===== src/rtl/uart_pkg.sv =====
// Shared types and constants for the UART receive timing engine.
package uart_pkg;

  typedef enum logic [1:0] {
    ST_IDLE  = 2'd0,
    ST_START = 2'd1,
    ST_DATA  = 2'd2,
    ST_STOP  = 2'd3
  } state_t;

  localparam int DATA_BITS   = 8;
  localparam int SYNC_STAGES = 2;

endpackage


===== src/rtl/sync_2ff.sv =====
// Generic multi-flop synchronizer for a single asynchronous input bit.
module sync_2ff
  import uart_pkg::*;
#(
  parameter int STAGES = SYNC_STAGES
) (
  input  logic i_clk,
  input  logic i_reset,
  input  logic i_d,
  output logic o_q
);

  logic [STAGES-1:0] r_sync;

  always_ff @(posedge i_clk) begin
    if (i_reset) begin
      r_sync <= '0;
    end else begin
      r_sync <= {r_sync[STAGES-2:0], i_d};
    end
  end

  assign o_q = r_sync[STAGES-1];

endmodule


===== src/rtl/baud_generator.sv =====
// UART receive timing: validates the start bit at half-bit, strobes each data
// bit at mid-bit and pulses finish at mid-stop-bit.
module baud_generator
  import uart_pkg::*;
#(
  parameter int CLK_FREQ = 100_000_000,
  parameter int BAUD     = 9600
) (
  input  logic i_sysclk,
  input  logic i_reset,
  input  logic i_enable,
  input  logic i_start,
  output logic o_status,
  output logic o_finish,
  output logic o_baud_clk
);

  localparam int DIVISOR = CLK_FREQ / BAUD;
  localparam int HALF    = DIVISOR / 2;
  localparam int CNT_W   = $clog2(DIVISOR);

  localparam logic [CNT_W-1:0] CNT_LAST = CNT_W'(DIVISOR - 1);
  localparam logic [CNT_W-1:0] CNT_HALF = CNT_W'(HALF - 1);
  localparam logic [3:0]       BIT_LAST = 4'(DATA_BITS - 1);

  logic             w_start_s;

  state_t           r_state;
  state_t           w_state_next;
  logic [CNT_W-1:0] r_counter;
  logic [CNT_W-1:0] w_counter_next;
  logic [3:0]       r_bit_cnt;
  logic [3:0]       w_bit_cnt_next;
  logic             r_armed;
  logic             w_armed_next;
  logic             r_status;
  logic             r_finish;
  logic             w_finish_next;
  logic             r_baud_clk;
  logic             w_baud_clk_next;

  sync_2ff #(
    .STAGES (SYNC_STAGES)
  ) u_start_sync (
    .i_clk   (i_sysclk),
    .i_reset (i_reset),
    .i_d     (i_start),
    .o_q     (w_start_s)
  );

  always_ff @(posedge i_sysclk) begin
    if (i_reset) begin
      r_state    <= ST_IDLE;
      r_counter  <= '0;
      r_bit_cnt  <= '0;
      r_armed    <= 1'b0;
      r_status   <= 1'b0;
      r_finish   <= 1'b0;
      r_baud_clk <= 1'b0;
    end else begin
      r_state    <= w_state_next;
      r_counter  <= w_counter_next;
      r_bit_cnt  <= w_bit_cnt_next;
      r_armed    <= w_armed_next;
      r_status   <= (w_state_next != ST_IDLE);
      r_finish   <= w_finish_next;
      r_baud_clk <= w_baud_clk_next;
    end
  end

  always_comb begin
    w_state_next    = r_state;
    w_counter_next  = r_counter;
    w_bit_cnt_next  = r_bit_cnt;
    w_armed_next    = r_armed;
    w_finish_next   = 1'b0;
    w_baud_clk_next = 1'b0;

    if (!i_enable) begin
      w_state_next   = ST_IDLE;
      w_counter_next = '0;
      w_bit_cnt_next = '0;
      w_armed_next   = 1'b0;
    end else begin
      unique case (r_state)
        ST_IDLE: begin
          // Arming only in IDLE means a held-low line (break) never retriggers.
          if (r_armed && w_start_s) begin
            w_state_next   = ST_START;
            w_counter_next = '0;
            w_armed_next   = 1'b0;
          end else if (!w_start_s) begin
            w_armed_next = 1'b1;
          end
        end

        ST_START: begin
          if (r_counter == CNT_HALF) begin
            w_counter_next = '0;
            w_bit_cnt_next = '0;
            w_state_next   = w_start_s ? ST_DATA : ST_IDLE;
          end else begin
            w_counter_next = r_counter + 1'b1;
          end
        end

        ST_DATA: begin
          if (r_counter == CNT_LAST) begin
            w_baud_clk_next = 1'b1;
            w_counter_next  = '0;
            w_bit_cnt_next  = r_bit_cnt + 1'b1;
            if (r_bit_cnt == BIT_LAST) begin
              w_state_next = ST_STOP;
            end
          end else begin
            w_counter_next = r_counter + 1'b1;
          end
        end

        ST_STOP: begin
          if (r_counter == CNT_LAST) begin
            w_finish_next  = 1'b1;
            w_counter_next = '0;
            w_bit_cnt_next = '0;
            w_state_next   = ST_IDLE;
          end else begin
            w_counter_next = r_counter + 1'b1;
          end
        end

        default: begin
          w_state_next   = ST_IDLE;
          w_counter_next = '0;
          w_bit_cnt_next = '0;
        end
      endcase
    end
  end

  assign o_status   = r_status;
  assign o_finish   = r_finish;
  assign o_baud_clk = r_baud_clk;

endmodule


===== config.mk =====
export PLATFORM = sky130hd
export DESIGN_NAME = baud_generator
export DESIGN_NICKNAME = d
export VERILOG_FILES = /design/src/rtl/uart_pkg.sv /design/src/rtl/sync_2ff.sv /design/src/rtl/baud_generator.sv
export SDC_FILE = /design/constraint.sdc
export NUM_CORES = 1
export LEC_CHECK = 0
export CORE_MARGIN = 2
export CORE_UTILIZATION = 62
export CTS_CLUSTER_DIAMETER = 100
export CTS_CLUSTER_SIZE = 8
export DETAILED_ROUTE_END_ITERATION = 8
export PLACE_DENSITY = 0.82
export SYNTH_ARGS = -nofsm -noshare
export SYNTH_HDL_FRONTEND = slang
export SYNTH_HIERARCHICAL = 1
export SYNTH_SLANG_ARGS = --single-unit

===== constraint.sdc =====
create_clock -name i_sysclk -period 4.9 [get_ports i_sysclk]
set_input_delay 0.98 -clock i_sysclk [delete_from_list [all_inputs] [get_ports i_sysclk]]
set_output_delay 0.98 -clock i_sysclk [all_outputs]
set_load 0.01 [all_outputs]

==> Word-level counts from Yosys, hierarchy flattened <==
Index checks and enable logic that the tools add are counted.
{ "op_classes": {"add_sub_neg": 2, "eq_ne": 11, "mux": 19, "bitwise": 3, "n_reduce_logical": 10} }
{ "ops": {"columns": ["op", "n"], "rows": [
  ["$mux 14", 3],
  ["$pmux 14 s3", 1],
  ["$add 14x1->14 const B", 1],
  ["$eq 14x13->1 const B", 1],
  ["$eq 14x14->1 const B", 1],
  ["$mux 2", 7],
  ["$mux 4", 3],
  ["$pmux 4 s3", 1],
  ["$ne 2x2->1 const B", 5],
  ["$pmux 2 s4", 1],
  ["$reduce_or 3->1", 2],
  ["$add 4x1->4 const B", 1],
  ["$eq 2x2->1 const B", 2],
  ["$eq 4x3->1 const B", 1],
  ["$reduce_and 4->1", 1],
  ["$reduce_or 2->1", 2],
  ["$mux 1", 3],
  ["$not 1->1", 3],
  ["$reduce_bool 3->1", 1],
  ["$eq 2x1->1 const B", 1],
  ["$logic_not 2->1", 1],
  ["$reduce_and 2->1", 1],
  ["$reduce_bool 2->1", 1],
  ["$logic_and 1x1->1", 1]
]} }
{ "word_totals": {"register_bits": 26, "output_inout_bits": 3, "wordCells": 53} }

==> Logic depth before layout (Yosys ltp) <==
Gate-level depths: netlist of the first run.
{ "depth": {"ltp_word": 6, "depth_mapped": 7, "mapped_depth_nobuf": 6} }

==> Hierarchy <==
Netlist of the first run, hierarchy kept.
{ "by_module_without_submodules": {"columns": ["mod", "n_inst", "cells_each", "area_per_inst_um2"], "rows": [
  ["baud_generator", 1, 148, 1290.0],
  ["sync_2ff", 1, 4, 52.6]
]} }

==> Least setup slack after synthesis of the first run <==
Ideal clock, no wire load.
{ "synth_timing": {"path_kind": "input port to flip-flop", "from": "in i_reset", "to": "reg r_counter[11]", "setup_time_ns": 0.074, "t_arrival_ns": 1.939, "required_time_ns": 4.826, "path_slack_ns": 2.887, "stages": 4, "path_buffers": 0, "path_cell_list": "nand2b_1 > o32ai_2 > o21ai_0 > a31oi_1"} }
{ "synth_via": {"elab_chain_len": 1} }
{ "synth_rtl": {"columns": ["element", "line", "rtl"], "rows": [
  ["start, declared", "baud_generator.sv:10", "input logic i_reset,"],
  ["$reduce_or 2->1 (no source line)", null, null],
  ["end signal, assigned", "baud_generator.sv:62", "r_counter <= w_counter_next;"],
  ["end, declared", "baud_generator.sv:30", "logic [CNT_W-1:0] r_counter;"]
]} }
Every way passes these cells.
A chain may end at the register's enable or synchronous reset.

==> Worst setup path after layout of the first run <==
Ends and elaborated chain as after synthesis.

==> results of run 1 <==
==> cells in the final DEF, fill, tap and decap left out, types with 2 or more instances in the layout <==
cell type	n
xnor2_1	3
o21ai_0	9
nor2b_1	4
and4_1	3
clkdlybuf4s50_1	6
clkbuf_4	3
nand4b_1	2
and3_2	2
nand2_1	25
a211oi_1	2
ha_1	2
dfxtp_1	26
nor3_1	2
nand3_1	6
a31oi_1	6
a21oi_1	9
inv_1	2
nor2_1	12
xor2_1	2
mux2i_1	2
nand4_1	3
==> path summary, 6_finish.rpt <==
check / startpoint / endpoint / slack (ns)
setup / recovery: i_reset / r_counter[11] / 2.34
setup reg to reg: r_counter[0] / r_bit_cnt[3] / 2.68
hold / removal: u_start_sync/r_sync[0] / u_start_sync/r_sync[1] / 0.49
hold reg to reg: u_start_sync/r_sync[0] / u_start_sync/r_sync[1] / 0.49
==> cell families (layout without fill, tap and decap cells) <==
kind of cell	after synthesis	after routing	synth area share
XOR/XNOR	5	5	0.0326
buffers and inverters	8	12	0.0401
AND/OR/NAND/NOR	75	75	0.330
flip-flops	26	26	0.388
AO/OA/AOI/OAI	34	34	0.176
adder cells (fa/ha/maj)	2	2	0.0186
multiplexers	2	2	0.0149
==> power breakdown <==
group	switching (W)	internal (W)	total, W
clock	0.0000673	0.0000827	0.000150
sequential	0.000000986	0.000213	0.000214
combinational	0.00000589	0.00000397	0.00000986
total	0.0000742	0.000300	0.000374
==> layout make-up <==
cell class	instances	area share
clock buffer	3	0.0156
tap	27	0.0234
timing repair buffer	6	0.0416
multi-input combinational	118	0.533
clock inverter	1	0.0208
inverter	2	0.00520
sequential	26	0.361
==> cells in the mapped netlist (2+ instances only) <==
| master | n | area [sq um] |
|---|---|---|
| mux2i_1 | 2 | 20.0 |
| xnor2_1 | 3 | 26.3 |
| buf_6 | 2 | 22.5 |
| inv_1 | 2 | 7.51 |
| dfxtp_1 | 26 | 521 |
| nor2_1 | 12 | 45.0 |
| nand2_1 | 25 | 93.8 |
| nand4_1 | 3 | 18.8 |
| a21oi_1 | 9 | 45.0 |
| a211oi_1 | 2 | 15.0 |
| xor2_1 | 2 | 17.5 |
| buf_4 | 2 | 15.0 |
| nor2b_1 | 4 | 25.0 |
| and3_2 | 2 | 15.0 |
| nand4b_1 | 2 | 17.5 |
| ha_1 | 2 | 25.0 |
| a31oi_1 | 6 | 37.5 |
| nor3_1 | 2 | 10.0 |
| o21ai_0 | 9 | 45.0 |
| and4_1 | 3 | 26.3 |
| nand3_1 | 6 | 30.0 |
==> per-stage QoR <==
stage	total power (W)	instances	hold WS (ns)	util	setup WS (ns)
after global routing	0.000383	183	0.498	0.721	2.22
after global placement	0.000228	179	0.425	0.694	2.07
after detailed placement	0.000228	179	0.464	0.694	1.99
final	0.000374	183	0.487	0.721	2.34
after CTS	0.000374	183	0.489	0.721	2.35
after floorplan	0.000224	152	0.414	-	2.89
==> critical path, stage by stage <==
cell and delay, ns:
clkdlybuf4s50_1 0.45, nand2b_1 0.44, o32ai_2 0.59, o21ai_0 0.17, a31oi_1 0.18
==> registers in the layout, summed over array words and instances, names as in the netlist <==
name,flops
r_counter,14
o_status,1
r_bit_cnt,4
r_armed,1
o_finish,1
r_state,2
o_baud_clk,1
u_start_sync/r_sync,2
==> routing by layer <==
layer,up-vias,global-route usage,part of all wire,routed length (um)
met5,-,0,0,0
met4,0,0.0766,0.0098,26
met3,6,0.0268,0.054,143
met2,36,0.366,0.46,1230
met1,534,0.299,0.47,1250
li1,565,-,-,-
==> flow_summary.ini, run 1 <==
[status]
status = finished clean

[worst_setup_path]
worstPathMaxFanout = 15
r2r_cells = 6
cp-start-kind = primary input
critPathRequiredTime_ns = 5.16
arrival_ns = 2.82
end_kind = flop
crit_type = in2reg

[sta]
max_slew.worst_pin.slew_ns = 1.06
finalHoldViolations = 0
rsz0062_at_grt = no
skew_ns = 0.00985
fin_crit_sh = 0.522
layout_min_cycle_time_ns = 2.56
relSlewSlack = 0.291
tns_ns = 0
clock.fmax_mhz = 391
slew_violations = 0
setup_viol = 0

[layout]
drive_gt1_frac = 0.109
regArea_sq_um = 520
multi_input_area_sq_um = 768
final_cell_area_sq_um = 1440
num_antenna_cells = 0
areaGrowthSynthToFinish_pct = 7.46
n_fill_cell = 155
finalNetCount = 163

[die]
die_h_um = 50.5
io_pins = 7
coreArea_sq_um = 2000
rows = 16
initial_utilization = 0.671
dieWidth_um = 50.5
dieArea_sq_um = 2550

[clock_tree]
htreeDepth = 1
cts_resized = 0
cts-buffers-inserted = 3
clockRootBuffer = clkbuf_4
cts_sinks = 26
cts-hold-fix-buffers = 0
cts_buffer_depth = 2
path_clk_slew_ns = 0.15
cts_tree = built
post_cts_buffers = 0
clock_latency_ns = 0.33

[placement]
io_buffers = 6
gp_congestion = 0.827
place_area_sq_um = 1390
hpwl_um = 1870

[synthesis]
synth_seq_cells = 26
synth_seq_area_share = 0.388
synthesis.instances = 152
avgSynthCellArea_sq_um = 8.83
synth_area_sq_um = 1340
synth_fp_nets = 158
ys_warn_count = 6
async_flop_share = 0
synth_cell_type_count = 47
ys.flop_type = dfxtp_1
synth-edff-count = 0

[global_route]
grt_max_degree = 16
grt_pass1_wl_um = 4350
grt_pass1_vias = 986
grt_overflow_total = 0
antenna_found_initial = 0
grt_use_total = 0.222

[detailed_routing]
ant_nets = 0
drt-initial-drc-count = 38
drt-total-wl_um = 2650
vias = 1141
remaining_drc_errors = 0
first_pass_iters = 4
avgViaCountPerCell = 6.23
routedWlPerCell_um = 14.5

[run]
maxCapViolCount = 0

[power_and_ir_drop]
peakVddDrop_mv = 0.229
p_leak_nw = 0.444
powerDensity_nw_per_um2 = 259

[hold_path]
min_path_cells = 1
hold_class = reg2reg
Note: power is estimated with default switching activity, not from simulation.
==> inputs of run 2 (changes only) <==
- CORE_UTILIZATION: 62 -> 52
- PLACE_DENSITY: 0.82 -> 0.73
- clock period: 4.9 -> 2.2 ns (I/O delays scaled with it)
==> flow_summary.ini, run 2 (synthesis results as in run 1) <==
[worst_setup_path]
cp-start-kind = flop
worstPathCellList = ha_2 -> and4_1 -> and4b_2 -> nand2_2 -> or4b_1 -> a21oi_1
critPathRequiredTime_ns = 2.47
crit_type = reg2reg
cp_slowest_cell = or4b_1
r2r_cells = 6
end_kind = flop
reg2reg_slack_ns = 0.13
arrival_ns = 2.34
r2r-end = r_bit_cnt[2]
max_stage_delay_ns = 0.52
worstPathMaxFanout = 7
r2r_start = r_counter[1]

[hold_path]
hp-start = u_start_sync/r_sync[0]
hold_end = u_start_sync/r_sync[1]
min_path_cells = 1
hold_class = reg2reg

[layout]
drive_gt1_frac = 0.139
num_antenna_cells = 0
max_flop_register = r_counter
final_cell_area_sq_um = 1450
layout_common_cells = 25 x nand2_1, 25 x dfxtp_1, 12 x nor2_1, 9 x o21ai_0, 9 x a21oi_1
reg_top3 = r_counter x14, r_bit_cnt x4
areaGrowthSynthToFinish_pct = 8.11
largest_register_ffs = 14
finalNetCount = 166

[clock_tree]
clockRootBuffer = clkbuf_4
path_clk_slew_ns = 0.13
clock_latency_ns = 0.32
cts_sinks = 26
cts_buffer_depth = 2
post_cts_buffers = 0
cts_tree = built
cts-buffers-inserted = 3
cts_resized = 0
htreeDepth = 1
cts-hold-fix-buffers = 0

[detailed_routing]
ant_nets = 0
first_pass_iters = 5
drt-initial-drc-count = 9
drt-total-wl_um = 2620
vias = 1111
avgViaCountPerCell = 5.91
remaining_drc_errors = 0
routedWlPerCell_um = 13.9

[die]
initial_utilization = 0.547
io_pins = 7
die_h_um = 54.8
dieWidth_um = 54.8
rows = 18
dieArea_sq_um = 3000
coreArea_sq_um = 2450

[sta]
max_slew.worst_pin.slew_ns = 0.518
tns_ns = 0
clock.fmax_mhz = 483
fin_crit_sh = 0.941
finalHoldViolations = 0
slew_violations = 0
layout_min_cycle_time_ns = 2.07
rsz0062_at_grt = no
finalHoldWorstSlack_ns = 0.460
setup_viol = 0
relSlewSlack = 0.655
skew_ns = 0.00447

[global_route]
grt_overflow_total = 0
grt_pass1_vias = 1029
grt_pass1_wl_um = 4240
grt_use_total = 0.195
grt_max_degree = 15
antenna_found_initial = 0

[placement]
io_buffers = 6
place_area_sq_um = 1420
hpwl_um = 1870
gp_congestion = 0.837

[power_and_ir_drop]
p_leak_nw = 0.439
powerDensity_nw_per_um2 = 483
peakVddDrop_mv = 0.315

[status]
status = finished clean

[run]
maxCapViolCount = 0
[run 2: where the power goes]
part	total, W	switching (W)	internal, W
logic	0.0000258	0.0000141	0.0000118
clock network	0.000199	0.000135	0.0000643
registers	0.000476	0.00000179	0.000474
[run 2: worst max-delay path: cells and delay by family, from the launching register on]
| kind | cells | cell delay (ns) |
|---|---|---|
| AOI/OAI and AO/OA | 1 | 0.15 |
| adders and majority gates | 1 | 0.24 |
| DFF | 1 | 0.40 |
| and+or+nand+nor | 4 | 1.24 |
[run 2: metrics by stage]
stage / utilization / total power (W) / setup slack, ns / cells
finish: 0.591 / 0.000700 / 0.130 / 188
detailed placement: 0.577 / 0.000512 / 0.0719 / 185
global placement: 0.577 / 0.000511 / 0.155 / 185
floorplan: - / 0.000499 / 0.325 / 152
CTS: 0.586 / 0.000705 / 0.0529 / 188
global route: 0.591 / 0.000720 / 0.0175 / 188
[run 2: layout make-up]
cell class                      count  area [sq um]
Inverter                            2          7.51
Tap cell                           30          37.5
Clock buffer                        3          22.5
Timing Repair Buffer                9          82.6
Fill cell                         224          1000
Sequential cell                    26           522
Multi-Input combinational cell    118           779
[run 2: worst max path at each step]
stage               slack [ns]           end          from  cells after the start
finish                    0.13  r_bit_cnt[2]  r_counter[1]                      6
global route              0.02  r_bit_cnt[2]  r_counter[1]                      6
CTS                       0.05  r_bit_cnt[2]  r_counter[0]                      6
detailed placement        0.07  r_bit_cnt[2]  r_counter[0]                      6
global placement          0.15  r_bit_cnt[2]  r_counter[0]                      6
floorplan                 0.32  r_bit_cnt[2]  r_counter[0]                      7
[run 2: routing by layer]
layer,part of all wire,GRT usage,wire (um),up-vias
met5,0,0,0,-
met4,0.016,0.0833,43,0
met3,0.019,0.0246,49,5
met2,0.49,0.343,1300,12
met1,0.47,0.233,1230,528
li1,-,-,-,566
==> inputs of run 3 (changes only) <==
- CORE_UTILIZATION: 52 -> 51
- PLACE_DENSITY: 0.73 -> 0.72
- SLEW_MARGIN: not set -> 20
==> flow_summary.ini, run 3 (synthesis results as in run 1) <==
[worst_setup_path]
max_stage_delay_ns = 0.51
worstPathCellList = ha_1 -> and4_1 -> and4b_2 -> nand2_2 -> or4b_1 -> a21oi_1
worstPathMaxFanout = 7
critPathRequiredTime_ns = 2.45
cp_slowest_cell = or4b_1
crit_type = reg2reg
cp-start-kind = flop
end_kind = flop
arrival_ns = 2.34
r2r_cells = 6

[detailed_routing]
drt-total-wl_um = 2480
routedWlPerCell_um = 13.2
drt-initial-drc-count = 18
vias = 1088
first_pass_iters = 4
avgViaCountPerCell = 5.79
remaining_drc_errors = 0
ant_nets = 0

[placement]
gp_congestion = 0.788
place_inst = 185
hpwl_um = 1830
place_area_sq_um = 1420
io_buffers = 6

[clock_tree]
post_cts_buffers = 0
path_clk_slew_ns = 0.12
cts-buffers-inserted = 3
cts_sinks = 26
cts_tree = built
clockRootBuffer = clkbuf_4
htreeDepth = 1
cts_buffer_depth = 2
clock_latency_ns = 0.31

[hold_path]
hold_class = reg2reg
min_path_cells = 1

[layout]
areaGrowthSynthToFinish_pct = 7.27
finalNetCount = 166
reg_top3 = r_counter x14, r_bit_cnt x4
fin_cells = 188
final_common_cell = dfxtp_1
max_flop_register = r_counter
drive_gt1_frac = 0.127
num_antenna_cells = 0
n_fill_cell = 233
largest_register_ffs = 14
final_util = 0.581
final_cell_area_sq_um = 1440
layout_common_cells = 26 x dfxtp_1, 25 x nand2_1, 12 x nor2_1, 9 x o21ai_0, 9 x a21oi_1

[global_route]
grt_pass1_vias = 957
grt_overflow_total = 0
antenna_found_initial = 0
grt_max_degree = 15
grt_pass1_wl_um = 4200
grt_use_total = 0.171

[sta]
fin_crit_sh = 0.946
clock.fmax_mhz = 480
skew_ns = 0.00216
finalHoldWorstSlack_ns = 0.454
finalHoldViolations = 0
slew_violations = 0
layout_min_cycle_time_ns = 2.08
rsz0062_at_grt = yes
max_slew.worst_pin.slew_ns = 0.528
relSlewSlack = 0.648
setup_viol = 0

[die]
dieArea_sq_um = 3060
coreArea_sq_um = 2480
die_h_um = 55.3
io_pins = 7
dieWidth_um = 55.3
rows = 18
initial_utilization = 0.542

[power_and_ir_drop]
power_w = 0.000693
powerDensity_nw_per_um2 = 481
peakVddDrop_mv = 0.375
p_leak_nw = 0.443

[run]
maxCapViolCount = 0

[status]
status = finished clean
==> run 3: cell counts in the layout (fill, tap and decap cells not counted) <==
No cell type changed its count.
==> run 3: final timing paths <==
| path | startpoint | endpoint | slack, ns |
|---|---|---|---|
| worst max register to register | r_counter[0] | r_bit_cnt[2] | 0.12 |
| worst max-delay path | r_counter[0] | r_bit_cnt[2] | 0.12 |
| worst min register to register | u_start_sync/r_sync[0] | u_start_sync/r_sync[1] | 0.45 |
| worst min-delay path | u_start_sync/r_sync[0] | u_start_sync/r_sync[1] | 0.45 |
==> run 3: cell type report <==
type                    count  area [sq um]  share of cell area
multi-input cells         118           769               0.534
flip-flops and latches     26           520               0.361
repair buffers              9          82.6              0.0573
well taps                  30          37.5              0.0261
clock buffers               3          22.5              0.0156
inverters                   2          7.51             0.00521
==> run 3: layer usage <==
| layer | GRT usage | vias up | wire length, um |
|---|---|---|---|
| met2 | 0.276 | 7 | 1210 |
| met5 | 0 | - | 0 |
| met1 | 0.217 | 514 | 1180 |
| met4 | 0.0941 | 0 | 59 |
| li1 | - | 563 | - |
| met3 | 0.0281 | 4 | 39 |
==> run 3: what timing repair did <==
item                                    CTS  global route
gates resized for setup                   0             1
hold buffers                              0             0
endpoints found under the hold margin     0             0
endpoints found under the setup margin    0             9
==> run 3: worst max-delay path, delay by kind of cell (launching register included) <==
kind	cells	cell delay, ns
AO/OA/AOI/OAI	1	0.16
adder cells (fa/ha/maj)	1	0.25
flip-flops	1	0.40
AND/OR/NAND/NOR	4	1.21
==> run 3: per-stage QoR <==
step	TNS, ns	setup WS (ns)
floorplan	0	0.325
global placement	0	0.151
detailed placement	0	0.0706
CTS	0	0.0469
global route	-0.102	-0.0465
finish	0	0.118
==> run 3: power by group <==
| group | switching [W] | internal [W] | total [W] |
|---|---|---|---|
| Clock | 0.000128 | 0.0000642 | 0.000193 |
| Sequential | 0.00000182 | 0.000474 | 0.000476 |
| Combinational | 0.0000135 | 0.0000117 | 0.0000251 |
| Total | 0.000144 | 0.000550 | 0.000693 |
